==> config.mk <==
export PLATFORM = sky130hd
export DESIGN_NAME = lock_attempt_controller
export DESIGN_NICKNAME = d
export VERILOG_FILES = /design/src/rtl/lock_attempt_controller.sv
export SDC_FILE = /design/constraint.sdc
export NUM_CORES = 1
export LEC_CHECK = 0
export ABC_AREA = 1
export CAP_MARGIN = 10
export CORE_ASPECT_RATIO = 0.9
export CORE_MARGIN = 3
export CORE_UTILIZATION = 59
export CTS_CLUSTER_SIZE = 24
export DETAILED_ROUTE_END_ITERATION = 12
export PLACE_DENSITY = 0.89
export SYNTH_ARGS = -nofsm -noshare
export SYNTH_HDL_FRONTEND = slang
export SYNTH_SLANG_ARGS = --single-unit
==> constraint.sdc <==
create_clock -name clk -period 3.2 [get_ports clk]
set_input_delay 0.64 -clock clk [delete_from_list [all_inputs] [get_ports clk]]
set_output_delay 0.64 -clock clk [all_outputs]
set_load 0.01 [all_outputs]
==> src/rtl/lock_attempt_controller.sv <==
// Keypad-to-lock sequencer: forwards code bits, samples the verdict,
// times the open door and enforces a failure lockout with alarm.
module lock_attempt_controller #(
  parameter int CODE_LEN       = 4,
  parameter int CHECK_WAIT     = 2,
  parameter int MAX_FAIL       = 3,
  parameter int UNLOCK_HOLD    = 50,
  parameter int LOCKOUT_CYCLES = 200,
  localparam int FW = $clog2(MAX_FAIL + 1)
) (
  input  logic          clk,
  input  logic          reset,
  input  logic          key_valid,
  input  logic          key_bit,
  input  logic          submit,
  input  logic          lock_unlocked,
  input  logic          lock_error,
  output logic          lock_bit,
  output logic          lock_bit_valid,
  output logic          lock_clear,
  output logic          ready,
  output logic          door_open,
  output logic          alarm,
  output logic [FW-1:0] fail_count
);

  localparam int T1   = (CHECK_WAIT > UNLOCK_HOLD) ?
                        CHECK_WAIT : UNLOCK_HOLD;
  localparam int TMAX = (T1 > LOCKOUT_CYCLES) ?
                        T1 : LOCKOUT_CYCLES;
  localparam int TW   = $clog2(TMAX + 1);
  localparam int BW   = $clog2(CODE_LEN + 1);

  typedef enum logic [2:0] {
    IDLE, ENTRY, CHECK, OPEN, CLEAR, LOCKOUT
  } state_t;

  state_t        state_q, state_d;
  logic [TW-1:0] timer_q, timer_d;
  logic [BW-1:0] bit_cnt_q, bit_cnt_d;
  logic [FW-1:0] fail_q, fail_d, fail_inc;
  logic          fwd;

  logic lock_bit_q, lbv_q, clear_q;
  logic ready_q, door_q, alarm_q;

  assign fail_inc = (fail_q == FW'(MAX_FAIL)) ?
                    fail_q : fail_q + 1'b1;

  always_comb begin
    state_d   = state_q;
    timer_d   = timer_q;
    bit_cnt_d = bit_cnt_q;
    fail_d    = fail_q;
    fwd       = 1'b0;
    unique case (state_q)
      IDLE: begin
        if (key_valid) begin
          fwd     = 1'b1;
          state_d = (CODE_LEN == 1) ? CHECK : ENTRY;
        end
      end
      ENTRY: begin
        if (submit) begin
          state_d = CLEAR;
        end else if (lock_error) begin
          fail_d  = fail_inc;
          state_d = CLEAR;
        end else if (key_valid) begin
          fwd       = 1'b1;
          bit_cnt_d = bit_cnt_q + 1'b1;
          if (bit_cnt_q == BW'(CODE_LEN - 1))
            state_d = CHECK;
        end
      end
      CHECK: begin
        if (lock_error) begin
          fail_d  = fail_inc;
          state_d = CLEAR;
        end else if (timer_q == TW'(CHECK_WAIT - 1)) begin
          if (lock_unlocked) begin
            fail_d  = '0;
            state_d = OPEN;
          end else begin
            fail_d  = fail_inc;
            state_d = CLEAR;
          end
        end else begin
          timer_d = timer_q + 1'b1;
        end
      end
      OPEN: begin
        if (submit || timer_q == TW'(UNLOCK_HOLD - 1))
          state_d = CLEAR;
        else
          timer_d = timer_q + 1'b1;
      end
      CLEAR: begin
        state_d = (fail_q == FW'(MAX_FAIL)) ?
                  LOCKOUT : IDLE;
      end
      LOCKOUT: begin
        if (timer_q == TW'(LOCKOUT_CYCLES - 1)) begin
          fail_d  = '0;
          state_d = IDLE;
        end else begin
          timer_d = timer_q + 1'b1;
        end
      end
      default: state_d = IDLE;
    endcase
    // first forwarded bit is already counted when ENTRY is entered
    if (state_d != state_q) begin
      timer_d   = '0;
      bit_cnt_d = (state_d == ENTRY) ? BW'(1) : '0;
    end
  end

  always_ff @(posedge clk or negedge reset) begin
    if (!reset) begin
      state_q    <= IDLE;
      timer_q    <= '0;
      bit_cnt_q  <= '0;
      fail_q     <= '0;
      lock_bit_q <= 1'b0;
      lbv_q      <= 1'b0;
      clear_q    <= 1'b0;
      ready_q    <= 1'b1;
      door_q     <= 1'b0;
      alarm_q    <= 1'b0;
    end else begin
      state_q    <= state_d;
      timer_q    <= timer_d;
      bit_cnt_q  <= bit_cnt_d;
      fail_q     <= fail_d;
      lock_bit_q <= fwd ? key_bit : lock_bit_q;
      lbv_q      <= fwd;
      clear_q    <= (state_d == CLEAR);
      ready_q    <= (state_d == IDLE) ||
                    (state_d == ENTRY);
      door_q     <= (state_d == OPEN);
      alarm_q    <= (state_d == LOCKOUT);
    end
  end

  assign lock_bit       = lock_bit_q;
  assign lock_bit_valid = lbv_q;
  assign lock_clear     = clear_q;
  assign ready          = ready_q;
  assign door_open      = door_q;
  assign alarm          = alarm_q;
  assign fail_count     = fail_q;

endmodule

=== Yosys cells after proc, flatten, opt, wreduce, memory -nomap -nowiden ===
Index checks and enable logic that the tools add are counted.

* Register bits after elaboration: 22
* Bits of input ports: 7
* Output and inout bits: 8
* Word-level logic and storage cells: 85

* Reductions and logical operators: 11
* Add/subtract/negate cells: 3
* Multiplexer cells: 36
* Eq/ne operators: 25

{| class="wikitable"
|+ Operators by type and width
! cell !! count
|-
| 3-bit 2-to-1 mux || 16
|-
| 8-bit 2-to-1 mux || 5
|-
| 8-bit one-hot mux with 3 select lines || 1
|-
| 3-bit one-hot mux with 6 select lines || 1
|-
| 3-bit inequality test, second input constant || 5
|-
| 2-bit 2-to-1 mux || 7
|-
| 3-bit by 2-bit == test with 1-bit output, second input constant || 4
|-
| 3-bit == test, second input constant || 4
|-
| 5-bit AND reduction || 2
|-
| 8-bit by 1-bit adder with 8-bit output, second input constant || 1
|-
| 8-bit by 1-bit == test with 1-bit output, second input constant || 1
|-
| 8-bit by 6-bit == test with 1-bit output, second input constant || 1
|-
| 8-bit == test, second input constant || 1
|-
| 3-bit by 1-bit == test with 1-bit output, second input constant || 2
|-
| 3-bit logical NOT || 2
|-
| 2-bit inequality test, second input constant || 3
|-
| 2-bit one-hot mux with 3 select lines || 1
|-
| 1-bit 2-to-1 mux || 4
|-
| 2-bit by 1-bit inequality test with 1-bit output, second input constant || 2
|-
| 4-bit AND reduction || 1
|-
| 2-bit nonzero test || 2
|-
| 4-bit nonzero test || 1
|-
| 3-bit by 1-bit adder with 3-bit output, second input constant || 1
|-
| 3-bit inequality test || 1
|-
| other kinds (5) || 6
|}

=== Longest topological paths before layout ===
Gate-level depths: netlist of the first run.

* Depth after elaboration: 9
* Depth in mapped cells: 13
* Depth with buffers taken out: 13

=== Worst setup path before layout of the first run ===
OpenSTA, ideal clock, no wires.

* Path kind: input to register
* From: input port lock_error
* To: register lock_bit_q (netlist: lock_bit)
* Data arrival time: 1.471 ns
* Required time: 3.075 ns
* Setup slack: 1.605 ns
* Buffers on the path: 0
* Setup time: 0.125 ns
* Cell stages on the path: 6
* Cells stage by stage: inv_1 nand2_1 nor3_2 nand2_1 nand2_1 mux2_2

* Word-level cells in the longest chain between the ends: 3

{| class="wikitable"
|+ Ends and longest elaborated chain
! element !! RTL line !! text
|-
| from (decl) || 17 || <nowiki>input logic lock_error,</nowiki>
|-
| 1-bit 2-to-1 mux || 66 || <nowiki>end else if (lock_error) begin</nowiki>
|-
| 1-bit 2-to-1 mux || 64 || <nowiki>if (submit) begin</nowiki>
|-
| 1-bit one-hot mux with 2 select lines || 56 || <nowiki>unique case (state_q)</nowiki>
|-
| net fwd || 42 || <nowiki>logic fwd;</nowiki>
|-
| to (signal assigned) || 136 || <nowiki>lock_bit_q <= fwd ? key_bit : lock_bit_q;</nowiki>
|-
| to (decl) || 44 || <nowiki>logic lock_bit_q, lbv_q, clear_q;</nowiki>
|}

The timed path passes the listed nets, and every way through them passes these cells.
A chain may end at the register's enable or synchronous reset.

=== Final worst setup path of the first run ===
* From: register ready_q (netlist: ready)
* To: output port ready

{| class="wikitable"
|+ RTL lines
! element !! RTL line !! text
|-
| from (decl) || 45 || <nowiki>logic ready_q, door_q, alarm_q;</nowiki>
|-
| from (signal assigned) || 139 || <nowiki>ready_q <= (state_d == IDLE) ||</nowiki>
|-
| to (decl) || 21 || <nowiki>output logic ready,</nowiki>
|}

No word-level cell between the ends.

==> flow_summary.json, run 1 <==
{
  "status": "finished clean",
  "cts-root-buf": "clkbuf_4",
  "portBuffers": 14,
  "cts_sinks": 22,
  "drive_above_1_share": 0.103,
  "synthAdderAreaFrac": 0.0386,
  "finalSetupViolations": 0,
  "finClkSkew_ps": 10.4,
  "crit_family": "flip-flops",
  "die_w_um": 55.4,
  "vias": 1158,
  "ys_async_sr_fraction": 1.00,
  "dieHeight_um": 50.5,
  "tightest_slew_ps": 984,
  "fin_nets": 206,
  "synth_top_family_by_area": "simple AND/OR/NAND/NOR gates",
  "path_buf_inv": 1,
  "synthMuxAreaShare": 0.0174,
  "timing.rr.end": "timer_q[3]",
  "fmaxAchievable_mhz": 495,
  "synth-edff-count": 0,
  "min_period_ps": 2020,
  "grt_pass1_wl_mm": 4.70,
  "clk_latency_ps": 320,
  "cp.depth": 1,
  "grt.overflow.total": 0,
  "drtAntennaViolNets": 0,
  "ctsResizeCount": 0,
  "startpoint_type": "flop",
  "ir_worst_vdd_mv": 0.629,
  "final-max-slew-violation-count": 0,
  "fin_crit_sh": 0.631,
  "crit_arrival_ps": 1380,
  "cp-endpoint": "ready",
  "hold_viol_final": 0,
  "area_growth_pct": 17.3,
  "synth_compound_area_frac": 0.0521,
  "cap_violations": 0,
  "dieArea_um2": 2800,
  "yosys_warnings": 0,
  "core_um2": 1990,
  "synth-simple-area-share": 0.357,
  "drc": 0,
  "rsz0062_at_grt": "false",
  "synth_nets": 187,
  "tns_ps": 0,
  "track_usage": 0.217,
  "wire_per_inst_um": 12.5,
  "cts_hold_buffers": 0,
  "n_antenna_cell": 0,
  "min_path_type": "flop to flop",
  "syn-cell-area_um2": 1300,
  "reg2reg_slack_ps": 1290,
  "required_ps": 2560,
  "r2r.worst_path.cells": 10,
  "fin_util": 0.765,
  "viasPerCell": 5.29,
  "endpoint_kind": "output pin",
  "relSlewSlack": 0.342,
  "htreeDepth": 1,
  "grt_pass1_vias": 1011,
  "cts_made_buffers": 3,
  "cts_setup_buffers": 0,
  "critPathKind": "flop to output pin",
  "path_max_fanout": 1,
  "avgSynthCellArea_um2": 7.37,
  "cp-startpoint": "ready",
  "leakagePower_uw": 0.000725,
  "powerDensity_nw_per_um2": 721,
  "gp_congestion": 0.991,
  "crit_slowest_cell": "dfstp_2",
  "ys_seq_area_frac": 0.425,
  "critical_path.max_stage_delay_ps": 530,
  "fin_hold_ws_ps": 529,
  "antenna_found_initial": 0,
  "cts.clk_slew.worst_paths_ps": 120,
  "cts_tree": "done",
  "r2r_start": "timer_q[1]",
  "clock_path_buffers": 2,
  "wl_mm": 2.74,
  "rows": 15,
  "synth_xor_area_frac": 0.0405,
  "ys_seq_elements": 22,
  "grt_max_degree": 23,
  "place_hpwl_mm": 2.15,
  "start_util": 0.652,
  "syn_inst": 176,
  "nFillCells": 169,
  "drt-initial-drc-count": 41,
  "num_io_pins": 15,
  "ys_types": 22,
  "worstPathCellList": "clkdlybuf4s50_1",
  "total_power_uw": 1100,
  "firstDrtPassIters": 4,
  "synthFlopType": "dfrtp_1"
}
## sequential cells by signal (all words and copies together), names as in the netlist, 2 cells and up
signal	cells
bit_cnt_q	3
fail_count	2
state_q	3
timer_q	8
## power breakdown
| part | internal [uW] | switching [uW] | total (uW) |
|---|---|---|---|
| sequential | 346 | 54.7 | 401 |
| clock | 127 | 89.5 | 216 |
| combinational | 193 | 287 | 480 |
| total | 666 | 431 | 1100 |
## cells in the final DEF (no fill, tap or decap), types with 2 or more instances in the layout
cell / n
ha_1: 4
nand4_1: 2
mux2_2: 2
nand2_2: 6
a21oi_1: 3
xor2_1: 5
inv_1: 21
dfrtp_1: 21
nand2_1: 47
clkdlybuf4s50_1: 14
clkbuf_4: 3
o21ai_0: 7
nand3_1: 11
inv_2: 3
nor3_1: 2
nor2_1: 34
## per-layer routing
metal  vias to the layer above  wire length, um  GRT usage
met2                        41             1240      0.344
met4                         0               50      0.101
met3                         5              166     0.0360
li1                        589                -          -
met5                         -                0          0
met1                       523             1280      0.293
## cell usage after synthesis (3+ instances only)
cell type	instances	area share
a21oi_1	3	0.012
dfrtp_1	21	0.41
ha_1	4	0.039
inv_1	21	0.061
inv_2	3	0.0087
nand2_1	47	0.14
nand2_2	6	0.029
nand3_1	11	0.042
nor2_1	34	0.098
o21ai_0	7	0.027
xor2_1	5	0.034
## through the flow
step	area, um2	setup WS (ps)	std cells
2_1_floorplan	1300	1600	176
3_3_place_gp	1470	997	215
3_5_place_dp	1470	963	215
4_1_cts	1520	1180	219
5_1_grt	1520	1080	219
6_report	1520	1180	219
## worst min path at each step
stage,slack (ps),cells after the start,start,endpoint
after CTS,530,1,lock_bit,lock_bit
after global routing,540,1,lock_bit,lock_bit
after floorplan,340,0,reset,alarm
after detailed placement,500,1,lock_bit,lock_bit
after global placement,490,1,lock_bit,lock_bit
final,530,1,lock_bit,lock_bit
## area by class of cell
class | instances | area [um2] | share of cell area
Clock buffer | 3 | 22.5 | 0.0148
Timing Repair Buffer | 14 | 140 | 0.0921
Sequential cell | 22 | 552 | 0.363
Tap cell | 25 | 31.3 | 0.0206
Multi-Input combinational cell | 130 | 656 | 0.431
Inverter | 24 | 90.1 | 0.0592
Clock inverter | 1 | 30.0 | 0.0197
## kinds of logic (layout without fill, tap and decap cells)
| group | count (synthesis) | in the layout |
|---|---|---|
| AOI/OAI and AO/OA | 12 | 12 |
| xor gates and xnor gates | 6 | 6 |
| adders and majority gates | 4 | 4 |
| buffers and inverters | 24 | 42 |
| DFF | 22 | 22 |
| muxes | 2 | 2 |
| and+or+nand+nor | 106 | 106 |
(Power assumes the default switching activity.)
==> inputs of run 2 (changes only) <==
--- a/config.mk
+++ b/config.mk
@@ -9,10 +9,10 @@
 export CAP_MARGIN = 10
 export CORE_ASPECT_RATIO = 0.9
 export CORE_MARGIN = 3
-export CORE_UTILIZATION = 59
+export CORE_UTILIZATION = 55
 export CTS_CLUSTER_SIZE = 24
 export DETAILED_ROUTE_END_ITERATION = 12
-export PLACE_DENSITY = 0.89
+export PLACE_DENSITY = 0.85
 export SYNTH_ARGS = -nofsm -noshare
 export SYNTH_HDL_FRONTEND = slang
 export SYNTH_SLANG_ARGS = --single-unit
==> constraint.sdc (replaced) <==
create_clock -name clk -period 2.05 [get_ports clk]
set_input_delay 0.41 -clock clk [delete_from_list [all_inputs] [get_ports clk]]
set_output_delay 0.41 -clock clk [all_outputs]
set_load 0.01 [all_outputs]
==> run 2 against run 1 <==
Compared with the run above: critical path type is now flop to flop; critical endpoint is now timer_q[2]; via count grew 0.43%; largest cell class unchanged; sequential share of layout area shrank 0.15 points; core utilization shrank 7.1 points; highest routed layer unchanged; routed wire length grew 1.8%.
==> flow_summary.json, run 2 (same netlist as run 1, synthesis figures left out) <==
{
  "wl_mm": 2.79,
  "largest_register": "timer_q",
  "startpoint_type": "flop",
  "ir_worst_vdd_mv": 0.809,
  "min_period_ps": 1880,
  "drt-initial-drc-count": 50,
  "reg.largest.list": "timer_q x8, bit_cnt_q x3, state_q x3",
  "drc": 0,
  "grt_pass1_wl_mm": 4.77,
  "powerDensity_nw_per_um2": 1070,
  "relSlewSlack": 0.700,
  "cts_made_buffers": 3,
  "largest_reg_flops": 8,
  "core_um2": 2200,
  "fin_nets": 207,
  "gp_congestion": 0.891,
  "portBuffers": 14,
  "track_usage": 0.209,
  "cp-startpoint": "timer_q[1]",
  "area_growth_pct": 17.7,
  "r2r_start": "timer_q[1]",
  "fin_crit_sh": 0.918,
  "finalSetupViolations": 0,
  "required_ps": 2260,
  "dp_cells": 218,
  "reg2reg_slack_ps": 170,
  "path_max_fanout": 9,
  "clock_path_buffers": 2,
  "cts.clk_slew.worst_paths_ps": 120,
  "antenna_found_initial": 0,
  "cap_violations": 0,
  "dieHeight_um": 52.1,
  "cts-root-buf": "clkbuf_4",
  "dieArea_um2": 2980,
  "grt_pass1_vias": 1109,
  "firstDrtPassIters": 5,
  "grt_max_degree": 14,
  "timing.rr.end": "timer_q[2]",
  "cts_setup_buffers": 0,
  "min_path_type": "input port to asynchronous set/reset pin",
  "final_common_cell": "nand2_1",
  "place_hpwl_mm": 2.18,
  "wire_per_inst_um": 12.6,
  "rows": 16,
  "drive_above_1_share": 0.123,
  "die_w_um": 57.2,
  "cp-endpoint": "timer_q[2]",
  "fmaxAchievable_mhz": 532,
  "htreeDepth": 1,
  "drtAntennaViolNets": 0,
  "vias": 1163,
  "start_util": 0.589,
  "endpoint_kind": "flop",
  "crit_arrival_ps": 2090,
  "leakagePower_uw": 0.000726,
  "final-max-slew-violation-count": 0,
  "status": "finished clean",
  "hold_viol_final": 0,
  "cts_sinks": 22,
  "cts_hold_buffers": 0,
  "fin_hold_ws_ps": 391,
  "finClkSkew_ps": 2.92,
  "num_io_pins": 15,
  "ctsResizeCount": 0,
  "grt.overflow.total": 0,
  "layout_common_cells": "47 x nand2_1, 33 x nor2_1, 21 x inv_1, 21 x dfrtp_1, 14 x clkdlybuf4s50_1",
  "tightest_slew_ps": 448,
  "r2r.worst_path.cells": 12,
  "clk_latency_ps": 310,
  "viasPerCell": 5.24,
  "critPathKind": "flop to flop",
  "cts_tree": "done",
  "layout.cells.non_filler": 222,
  "nFillCells": 190,
  "n_antenna_cell": 0
}
[run 2: per-layer routing]
metal  GRT usage  wire length, um  up-vias
met5           0                0        -
met4      0.0734                7        0
met3      0.0571              149        2
met2       0.340             1380       30
met1       0.269             1260      540
li1            -                -      591
[run 2: worst min-delay path by stage]
stage                     startpoint    endpoint  slack [ps]  cells after the start
after floorplan                reset       alarm         110                      0
after global placement      lock_bit    lock_bit         490                      1
after detailed placement    lock_bit    lock_bit         530                      1
after CTS                      reset  state_q[1]         390                      1
after global routing           reset  state_q[1]         410                      1
final                          reset   door_open         390                      1
[run 2: layout make-up]
class,instances,area [um2],area share
multi-input cells,130,668,0.437
flip-flops and latches,22,552,0.361
repair buffers,15,148,0.0966
inverters,24,90.1,0.0590
clock buffers,4,36.3,0.0238
well taps,27,33.8,0.0221
[run 2: critical path: stages (launching register included)]
cell and delay, ps:
dfrtp_1 420, inv_1 70, ha_1 170, nand2_1 60, nor2_1 180, nand2_1 100, nand2_1 80, nand2_1 80
nand3_2 190, inv_2 60, nand2_1 80, xor2_1 210, nor2_1 60
[run 2: power by group]
part           internal (uW)  total [uW]  switching (uW)
Clock                    109         242             133
Combinational            310         757             448
Sequential               540         629            89.4
[run 2: through the flow]
| step | util | power, uW | setup WS [ps] | setup TNS, ps | cell area [um2] |
|---|---|---|---|---|---|
| after global placement | 0.672 | 1350 | 106 | 0 | 1480 |
| after floorplan | - | 1110 | 472 | 0 | 1300 |
| after detailed placement | 0.672 | 1380 | 15.1 | 0 | 1480 |
| final | 0.694 | 1630 | 169 | 0 | 1530 |
| after global routing | 0.694 | 1770 | -20.8 | -20.8 | 1530 |
| after CTS | 0.688 | 1630 | 175 | 0 | 1520 |
==> inputs of run 3 (changes only) <==
--- a/config.mk
+++ b/config.mk
@@ -13,6 +13,8 @@
 export CTS_CLUSTER_SIZE = 24
 export DETAILED_ROUTE_END_ITERATION = 12
 export PLACE_DENSITY = 0.85
+export REMOVE_ABC_BUFFERS = 1
+export SETUP_SLACK_MARGIN = 0.02
 export SYNTH_ARGS = -nofsm -noshare
 export SYNTH_HDL_FRONTEND = slang
 export SYNTH_SLANG_ARGS = --single-unit
==> run 3 against run 2 <==
Compared with the run above: via count hardly changed; global-route usage unchanged; critical path depth stayed put; routed wire length about the same.
==> flow_summary.json, run 3 (same netlist as run 1, synthesis figures left out) <==
{
  "num_io_pins": 15,
  "cts-root-buf": "clkbuf_4",
  "finalWorstSetupSlack_ps": 169,
  "vias": 1164,
  "place_area_um2": 1480,
  "leakagePower_uw": 0.000726,
  "r2r_start": "timer_q[1]",
  "tightest_slew_ps": 448,
  "grt.overflow.total": 0,
  "final-max-slew-violation-count": 0,
  "firstDrtPassIters": 5,
  "wl_met3_um": 149,
  "ir_worst_vdd_mv": 0.809,
  "portBuffers": 14,
  "relSlewSlack": 0.700,
  "grt_max_degree": 14,
  "layout_common_cells": "47 x nand2_1, 32 x nor2_1, 21 x inv_1, 21 x dfrtp_1, 14 x clkdlybuf4s50_1",
  "endpoint_kind": "flop",
  "wire_per_inst_um": 12.6,
  "drc": 0,
  "cts.clk_slew.worst_paths_ps": 120,
  "core_um2": 2200,
  "layout.cells.non_filler": 222,
  "wl_mm": 2.79,
  "preCtsSetupSlack_ps": 15.1,
  "largest_register": "timer_q",
  "r2r.worst_path.cells": 12,
  "required_ps": 2260,
  "dp_cells": 218,
  "rows": 16,
  "nFillCells": 189,
  "crit_arrival_ps": 2090,
  "area_growth_pct": 17.9,
  "seqCellArea_um2": 552,
  "grt_pass1_wl_mm": 4.77,
  "viasPerCell": 5.24,
  "route.met2.wl_mm": 1.38,
  "fin_crit_sh": 0.918,
  "timing.rr.end": "timer_q[2]",
  "n_antenna_cell": 0,
  "fin_nets": 207,
  "clock_path_buffers": 2,
  "largest_reg_flops": 8,
  "drive_above_1_share": 0.128,
  "critPathKind": "flop to flop",
  "htreeDepth": 1,
  "cts_made_buffers": 3,
  "top_layer_used": "met4",
  "cts_sinks": 22,
  "antenna_found_initial": 0,
  "powerDensity_nw_per_um2": 1070,
  "drt-initial-drc-count": 50,
  "final_area_um2": 1530,
  "rsz0062_at_grt": "false",
  "final_common_cell": "nand2_1",
  "hold_viol_final": 0,
  "min_period_ps": 1880,
  "gp_congestion": 0.891,
  "drt-met1-wl_mm": 1.26,
  "reg2reg_slack_ps": 170,
  "finalSetupViolations": 0,
  "path_max_fanout": 9,
  "drtAntennaViolNets": 0,
  "track_usage": 0.209,
  "fmaxAchievable_mhz": 532,
  "cap_violations": 0,
  "dieArea_um2": 2980,
  "reg.largest.list": "timer_q x8, bit_cnt_q x3, state_q x3",
  "startpoint_type": "flop",
  "grt_pass1_vias": 1109,
  "die_w_um": 57.2,
  "dieHeight_um": 52.1,
  "min_path_type": "input port to asynchronous set/reset pin",
  "clk_latency_ps": 310,
  "tns_ps": 0,
  "cts_tree": "done",
  "place_hpwl_mm": 2.18,
  "status": "finished clean",
  "cts_hold_buffers": 0,
  "multi_input_area_um2": 671,
  "start_util": 0.589,
  "finClkSkew_ps": 2.92
}
## run 3: changes by cell type in the layout (fill, tap and decap cells not counted)
cell,previous run,this run
nor2_2,2,3
nor2_1,33,32
## run 3: worst max path at each step
stage                       start          to  slack [ps]
floorplan            bit_cnt_q[0]  timer_q[2]         470
global placement    lock_unlocked  timer_q[7]         110
detailed placement  lock_unlocked  timer_q[5]          20
CTS                    timer_q[1]  timer_q[5]         180
global route           timer_q[1]  timer_q[4]           3
finish                 timer_q[1]  timer_q[2]         170
## run 3: worst max-delay path, cell delays in order, from the launching register on
cell and delay [ps]:
dfrtp_1 420, inv_1 70, ha_1 170, nand2_1 60, nor2_1 180, nand2_1 100, nand2_1 80, nand2_1 80
nand3_2 190, inv_2 60, nand2_1 80, xor2_1 210, nor2_1 60
## run 3: area by class of cell
class                   instances  share of cell area
flip-flops and latches         22               0.361
inverters                      24              0.0589
clock buffers                   4              0.0237
well taps                      27              0.0221
multi-input cells             130               0.438
repair buffers                 15              0.0965
## run 3: metal layers
metal,vias to the layer above,track usage
met4,0,0.0734
met2,30,0.340
met5,-,0
met3,2,0.0571
li1,591,-
met1,541,0.269
## run 3: power by group
group	internal, uW	leakage, uW	switching [uW]
registers	540	0.000288	89.4
logic	310	0.000417	452
clock network	109	0.0000210	133
## run 3: what timing repair did
action	4_1_cts	5_1_grt
setup endpoints to repair	0	5
buffers inserted	0	0
resized for setup	0	5
## run 3: through the flow
| step | hold WS [ps] | util | total power, uW |
|---|---|---|---|
| 6_report | 391 | 0.695 | 1630 |
| 5_1_grt | 411 | 0.695 | 1770 |
| 4_1_cts | 393 | 0.688 | 1630 |
| 3_5_place_dp | 525 | 0.672 | 1380 |
| 3_3_place_gp | 488 | 0.672 | 1350 |
| 2_1_floorplan | 114 | - | 1110 |
